[src/rtl/mem_arbiter.sv]
// -----------------------------------------------------------------------------
// mem_arbiter
//
// Two-port arbiter in front of an asynchronous 16-bit SRAM. Port A (CPU) and
// port B (loader/debug) each raise Req and hold it until their Done pulse.
// Every access takes three cycles: one IDLE cycle where the grant is decided,
// then ACC1 and ACC2 with the SRAM strobes active. The Done pulse (and RData on
// a read) appears in the IDLE cycle that follows ACC2. When both ports want the
// SRAM in the same IDLE cycle, the port that did not own the last access wins.
//
// Ports
//   Clk, Reset                     clock, synchronous active-high reset
//   A_Req/A_WE/A_Addr/A_WData      port A request, direction, address, data
//   A_Done/A_RData                 port A completion pulse and read data
//   B_*                            same set for port B
//   Mem_Addr/Mem_DOut/Mem_DrvEn    registered SRAM address, write data, bus drive
//   Mem_DIn                        SRAM read data
//   Mem_CE/Mem_UB/Mem_LB           active-low selects, permanently enabled
//   Mem_OE/Mem_WE                  active-low registered SRAM strobes
//   Owner                          last granted port (0 = A, 1 = B)
//   Busy                           access in progress (ACC1 or ACC2)
// -----------------------------------------------------------------------------
module mem_arbiter (
  input  logic        Clk,
  input  logic        Reset,

  input  logic        A_Req,
  input  logic        A_WE,
  input  logic [19:0] A_Addr,
  input  logic [15:0] A_WData,
  output logic        A_Done,
  output logic [15:0] A_RData,

  input  logic        B_Req,
  input  logic        B_WE,
  input  logic [19:0] B_Addr,
  input  logic [15:0] B_WData,
  output logic        B_Done,
  output logic [15:0] B_RData,

  output logic [19:0] Mem_Addr,
  output logic [15:0] Mem_DOut,
  output logic        Mem_DrvEn,
  input  logic [15:0] Mem_DIn,
  output logic        Mem_CE,
  output logic        Mem_UB,
  output logic        Mem_LB,
  output logic        Mem_OE,
  output logic        Mem_WE,

  output logic        Owner,
  output logic        Busy
);

  localparam logic [1:0] IDLE = 2'd0;
  localparam logic [1:0] ACC1 = 2'd1;
  localparam logic [1:0] ACC2 = 2'd2;

  logic [1:0]  state_q,   state_d;
  logic        owner_q,   owner_d;
  logic        we_q,      we_d;
  logic [19:0] addr_q,    addr_d;
  logic [15:0] dout_q,    dout_d;
  logic        mem_oe_q,  mem_oe_d;
  logic        mem_we_q,  mem_we_d;
  logic        drv_q,     drv_d;
  logic        a_done_q,  a_done_d;
  logic        b_done_q,  b_done_d;
  logic [15:0] a_rdata_q, a_rdata_d;
  logic [15:0] b_rdata_q, b_rdata_d;

  logic a_elig;
  logic b_elig;
  logic grant_b;

  always_comb begin
    // NOTE: every _d gets its hold value first so no path through the case
    // leaves a signal unassigned; that is what keeps this block latch-free.
    state_d   = state_q;
    owner_d   = owner_q;
    we_d      = we_q;
    addr_d    = addr_q;
    dout_d    = dout_q;
    mem_oe_d  = mem_oe_q;
    mem_we_d  = mem_we_q;
    drv_d     = drv_q;
    a_done_d  = 1'b0;
    b_done_d  = 1'b0;
    a_rdata_d = a_rdata_q;
    b_rdata_d = b_rdata_q;

    // A port whose Done is showing this cycle still has Req high from the
    // access just finished; masking it stops that stale Req from re-granting.
    a_elig  = A_Req & ~a_done_q;
    b_elig  = B_Req & ~b_done_q;
    // On a tie the port that did not own the last access goes next.
    grant_b = (a_elig & b_elig) ? ~owner_q : b_elig;

    case (state_q)
      IDLE: begin
        if (a_elig | b_elig) begin
          state_d  = ACC1;
          owner_d  = grant_b;
          we_d     = grant_b ? B_WE    : A_WE;
          addr_d   = grant_b ? B_Addr  : A_Addr;
          dout_d   = grant_b ? B_WData : A_WData;
          // Strobes are registered so they are clean from the first ACC1 edge;
          // exactly one of OE/WE goes low, never both.
          mem_oe_d = we_d;
          mem_we_d = ~we_d;
          drv_d    = we_d;
        end
      end
      ACC1: state_d = ACC2;
      ACC2: begin
        state_d  = IDLE;
        mem_oe_d = 1'b1;
        mem_we_d = 1'b1;
        drv_d    = 1'b0;
        a_done_d = ~owner_q;
        b_done_d = owner_q;
        // SRAM data has had both access cycles to settle; take it now.
        if (!we_q) begin
          if (owner_q) b_rdata_d = Mem_DIn;
          else         a_rdata_d = Mem_DIn;
        end
      end
      default: begin
        state_d  = IDLE;
        mem_oe_d = 1'b1;
        mem_we_d = 1'b1;
        drv_d    = 1'b0;
      end
    endcase
  end

  // NOTE: state registers use non-blocking assignment so every flop samples
  // the pre-edge values regardless of statement order.
  always_ff @(posedge Clk) begin
    if (Reset) begin
      state_q   <= IDLE;
      owner_q   <= 1'b1;
      we_q      <= 1'b0;
      addr_q    <= '0;
      dout_q    <= '0;
      mem_oe_q  <= 1'b1;
      mem_we_q  <= 1'b1;
      drv_q     <= 1'b0;
      a_done_q  <= 1'b0;
      b_done_q  <= 1'b0;
      a_rdata_q <= '0;
      b_rdata_q <= '0;
    end else begin
      state_q   <= state_d;
      owner_q   <= owner_d;
      we_q      <= we_d;
      addr_q    <= addr_d;
      dout_q    <= dout_d;
      mem_oe_q  <= mem_oe_d;
      mem_we_q  <= mem_we_d;
      drv_q     <= drv_d;
      a_done_q  <= a_done_d;
      b_done_q  <= b_done_d;
      a_rdata_q <= a_rdata_d;
      b_rdata_q <= b_rdata_d;
    end
  end

  assign A_Done    = a_done_q;
  assign B_Done    = b_done_q;
  assign A_RData   = a_rdata_q;
  assign B_RData   = b_rdata_q;
  assign Mem_Addr  = addr_q;
  assign Mem_DOut  = dout_q;
  assign Mem_DrvEn = drv_q;
  assign Mem_OE    = mem_oe_q;
  assign Mem_WE    = mem_we_q;
  assign Mem_CE    = 1'b0;
  assign Mem_UB    = 1'b0;
  assign Mem_LB    = 1'b0;
  assign Owner     = owner_q;
  assign Busy      = (state_q == ACC1) | (state_q == ACC2);

endmodule

[config.mk]
export PLATFORM = sky130hd
export DESIGN_NAME = mem_arbiter
export DESIGN_NICKNAME = d
export VERILOG_FILES = /design/src/rtl/mem_arbiter.sv
export SDC_FILE = /design/constraint.sdc
export NUM_CORES = 1
export LEC_CHECK = 0
export BUFFER_PORTS_ARGS = -buffer_cell sky130_fd_sc_hd__buf_2
export CORE_MARGIN = 10
export CORE_UTILIZATION = 41
export DETAILED_ROUTE_END_ITERATION = 16
export PLACE_DENSITY_LB_ADDON = 0.1
export SYNTH_ARGS = -nofsm -noshare
export SYNTH_HDL_FRONTEND = slang
export SYNTH_SLANG_ARGS = --single-unit
[constraint.sdc]
create_clock -name Clk -period 1.4 [get_ports Clk]
set_input_delay 0.07 -clock Clk [delete_from_list [all_inputs] [get_ports Clk]]
set_output_delay 0.07 -clock Clk [all_outputs]
set_load 0.1 [all_outputs]
; Word-level counts from Yosys, hierarchy flattened
; Index checks and enable logic that the tools add are counted.
; Widths: inputs -> output; s select.
[classes]
n_eq_ne = 3
muxes = 11
bitwise_logic = 12
reduce_logical = 6
[ops]
columns = operator, n
row1 = $mux 20, 1
row2 = $mux 16, 1
row3 = $not 1->1, 7
row4 = $pmux 1 s2, 3
row5 = $reduce_and 3->1, 2
row6 = $mux 1, 4
row7 = $pmux 2 s2, 1
row8 = $reduce_and 2->1, 2
row9 = $and 1x1->1, 3
row10 = $eq 2x1->1 const B, 1
row11 = $eq 2x2->1 const B, 1
row12 = $logic_not 2->1, 1
row13 = $mux 2, 1
row14 = $ne 2x2->1 const B, 1
row15 = $or 1x1->1, 2
row16 = $reduce_or 2->1, 1
[totals]
register_bits = 77
input_bits = 94
out_inout_bits = 78
wordCells = 44

; Longest topological paths before layout
[depth]
ltp_word = 8
ltp_mapped = 6

; Least setup slack after synthesis
; OpenSTA, ideal clock, no wires.
[synth_timing]
path_kind = reg-to-reg
from = reg owner_q, in the netlist Owner
to = reg owner_q, in the netlist Owner
setup_ns = 0.121
arrival_ns = 1.916
required_time_ns = 1.279
setup_slack_ns = -0.637
stages_incl_launch_ff = 7
n_path_buf = 2
synth_period_minus_slack_ns = 2.037
cell_sequence = dfxtp_1 -> nand3b_1 -> and2_1 -> buf_4 -> buf_4 -> a21oi_1 -> o21ai_1
[synth_via]
elab_chain_cells = 2
[synth_lines]
columns = item, line_no
row1 = start: declaration, 60  ; logic owner_q, owner_d;
row2 = start signal: assignment, 155  ; owner_q <= owner_d;
row3 = $not 1->1 (no line), n/a
row4 = $mux 1, 97  ; grant_b = (a_elig & b_elig) ? ~owner_q : b_elig;
; No other way between the ends.
; A chain may end at the register's enable or synchronous reset.

; Final worst setup path
[layout_timing]
from = reg state_q[0]
to = reg addr_q[0], in the netlist Mem_Addr[0]
[layout_via]
elab_chain_cells = 2
[layout_lines]
columns = item, line_no
row1 = start: declaration, 59  ; logic [1:0] state_q, state_d;
row2 = start signal: assignment, 154  ; state_q <= state_d;
row3 = $logic_not 2->1, 99  ; case (state_q)
row4 = $reduce_and 2->1 (no line), n/a
row5 = end signal: assignment, 157  ; addr_q <= addr_d;
row6 = end: declaration, 62  ; logic [19:0] addr_q, addr_d;
; No other way between the ends.

==> summary.md <==
| Metric | Value |
|---|---|
| WP data arrival | `1.71 ns` |
| Critical Path RT | `1.66 ns` |
| CP Launch Point | `state_q[0]` |
| Area contributors post-synth | `dfxtp_1 (47%), nand2_1 (16%), a311oi_2 (9.2%), a21oi_1 (5.1%), nor2_1 (4.6%)` |
| Failing checks | `setup timing` |
| Worst Path Max Fanout | `11` |
| CTS root buf | `clkbuf_8` |
| VDD IR max | `1.045 mV` |
| First-pass GRT wire length | `19.08 mm` |
| Yosys reg bits | `77` |
| CP endpoint kind | `flop` |
| Critical Path Start Type | `flop` |
| Cell Chain, Critical Path | `inv_4, ha_4, a21boi_4, buf_4, bufbuf_16, a311oi_2` |
| TNS Setup | `-0.6728 ns` |
| Max cap viols | `0` |
| Row cnt | `32` |
| Grt ovf | `0` |
| Chip width | `109.2 um` |
| Final hold violation count | `0` |
| Die area | `11920 um^2` |
| Max-slew violations | `0` |
| Initial antenna violation count | `0` |
| Num CTS Buffers | `9` |
| # DRC | `0` |
| Cell variety after synth | `32` |
| Core area | `7727 um^2` |
| Wire length per cell | `16.37 um` |
| Reg clk slew, reported paths | `0.08 ns` |
| Synth-to-Final Area Change | `76.40%` |
| Setup ws final | `-0.05167 ns` |
| Worst r2r dst | `Mem_Addr[0]` |
| CP delay by family, top | `buffers and inverters` |
| Main synth FF type | `dfxtp_1` |
| Top-area cell type share of the netlist area | `47.28%` |
| Largest net degree at the start of global routing | `26` |
| Reg-to-reg startpoint | `state_q[0]` |
| RePlAce Congestion | `0.7649` |
| Critical path's slowest cell | `dfxtp_2` |
| Pleak | `2.593 nW` |
| Power per cell area | `1373 nW/um^2` |
| Syn avg cell area | `8.404 um^2` |
| Die Ht | `109.2 um` |
| Post-synth EDFFs | `0` |
| Min-delay worst type | `input pin to flop` |
| Setup violations, final | `23` |
| # IOs | `172` |
| R2R Setup Slk | `-0.05 ns` |
| Vias in the first global route | `3842` |
| Port buffer count | `168` |
| Vias | `3710` |
| CTS tree | `done` |
| CP Class | `flop to flop` |
| Slew HR | `65.85%` |
| Post-synth ARST share | `0%` |
| Max clock buf depth | `2` |
| Initial DRC Count | `165` |
| Final period utilization | `103.7%` |
| Mapped Area | `3261 um^2` |
| Worst-margin pin slew | `0.5158 ns` |
| Synth warn | `0` |
| Routed wire length | `12.33 mm` |
| Clock Sink Count | `77` |
| Area leader, netlist | `dfxtp_1` |
| Fraction of layout cells with a size suffix above 1 | `45.01%` |
| Unrepaired setup endpoints after global routing | `true` |
| Htree depth | `3` |
| Fmax | `0.6889 GHz` |
| Layout Skew | `0.008267 ns` |
| Fin crit period | `1.452 ns` |
| Drt pass-1 iters | `4` |
| CP Depth | `6` |
| Crit path to | `Mem_Addr[0]` |
| Syn Inst Count | `388` |
| Total global-route track usage | `19.83%` |
| Initial Utilization | `42.20%` |
| Ant diodes | `0` |
| Vias/cell | `4.927` |
| HPWL Detailed | `7.696 mm` |
| Dpl ws | `-0.1464 ns` |
| Clk_lat worst skew | `0.35 ns` |
| Net count, final | `745` |
| Post-route ant nets | `0` |
| R2R cell count | `6` |
| Bufs and invs on worst path | `3` |
| Crit path largest cell delay | `0.36 ns` |
| Sequential share of the synthesized area | `47.28%` |
| Outcome | `complete, but fails checks` |
layout by cell type, fill, tap and decap left out, types with 2 or more instances in the layout:
cell / n
a21oi_1: 33
a311oi_1: 6
a311oi_2: 30
buf_12: 13
buf_16: 3
buf_2: 167
buf_4: 19
buf_6: 4
clkbuf_16: 3
clkbuf_8: 9
clkinv_2: 4
clkinvlp_4: 2
conb_1: 3
dfxtp_1: 72
dfxtp_2: 2
dfxtp_4: 3
dlygate4sd3_1: 66
ha_1: 3
inv_2: 2
inv_4: 2
mux2i_1: 2
nand2_1: 135
nand2_2: 2
nand3b_1: 3
nor2_1: 25
nor2_2: 11
nor2_4: 4
nor3b_1: 2
nor3b_4: 2
cell families after synthesis:
logic type	after synthesis	share of synthesized area (%)
flops	77	47.28
compound gates	76	20.26
mux	3	0.9210
buf+inv	35	5.717
simple gates	191	23.79
fa+ha+maj	5	1.919
other cells	1	0.1150
metrics by stage:
stage	total power, mW	hold WS [ns]	cell area (um^2)	util, %	cells
after floorplan	5.022	0.2060	3304	-	390
after global placement	5.705	0.3232	4442	57.48	656
after detailed placement	5.742	0.3323	4442	57.48	656
after CTS	7.638	0.0002138	5490	71.05	746
after global routing	8.218	0.005346	5752	74.43	753
final	7.898	0.01284	5752	74.43	753
worst min-delay path by stage:
| stage | startpoint | end | slack [ns] | cells past startpoint |
|---|---|---|---|---|
| after global routing | B_Addr[14] | Mem_Addr[14] | 0.005 | 3 |
| after global placement | Mem_DIn[2] | B_RData[2] | 0.32 | 3 |
| after CTS | A_Addr[6] | Mem_Addr[6] | 0.0002 | 3 |
| final | A_WData[4] | Mem_DOut[4] | 0.01 | 3 |
| after detailed placement | Mem_DIn[8] | B_RData[8] | 0.33 | 3 |
| after floorplan | Mem_DIn[10] | A_RData[10] | 0.21 | 2 |
cells in the mapped netlist (2+ instances only):
cell type / count
dfxtp_1: 77
nand3b_1: 3
nand2_1: 137
inv_1: 3
a21oi_1: 33
buf_4: 9
a311oi_1: 16
ha_1: 5
nor2_1: 40
nand2b_1: 2
mux2i_1: 3
a31oi_1: 2
clkbuf_1: 8
buf_2: 11
buf_1: 2
a311oi_2: 20
nor3b_1: 2
worst min-delay path, stage by stage:
cell and delay (ns):
buf_2 0.10, nand2_1 0.06, a311oi_2 0.09
report_power, final:
| part | internal, mW | switching, mW |
|---|---|---|
| combinational | 1.24 | 2.63 |
| sequential | 2.42 | 0.149 |
| clock | 0.631 | 0.828 |
cell type report:
cell class / count / area, um^2
clock buffer: 9 / 123.9
clock inverter: 7 / 41.29
fill: 576 / 1976
inverter: 4 / 17.52
multi-input combinational: 278 / 1752
sequential: 77 / 1555
tap: 102 / 127.6
timing repair buffer: 276 / 2135
sequential cells by signal (all words and copies together) (netlist names):
register,flops
state_q,2
Mem_WE,1
B_Done,1
B_RData,16
we_q,1
A_Done,1
A_RData,16
Mem_OE,1
Mem_Addr,20
Mem_DrvEn,1
Owner,1
Mem_DOut,16
layer usage:
layer / vias to the layer above / track usage [%] / part of all wire [%]
met5: - / 0 / 0
met4: 0 / 6.691 / 1.6
met3: 18 / 7.906 / 9.8
met2: 143 / 34.53 / 51
met1: 1722 / 21.50 / 38
li1: 1827 / - / -
timing repair:
action,4_1_cts,5_1_grt
pin swaps,8,23
setup endpoints to repair,50,73
hold endpoints to repair,60,1
gates cloned,4,3
gates resized for setup,20,36
buffers inserted,5,3
hold buffers,65,1
(Power assumes the default switching activity.)
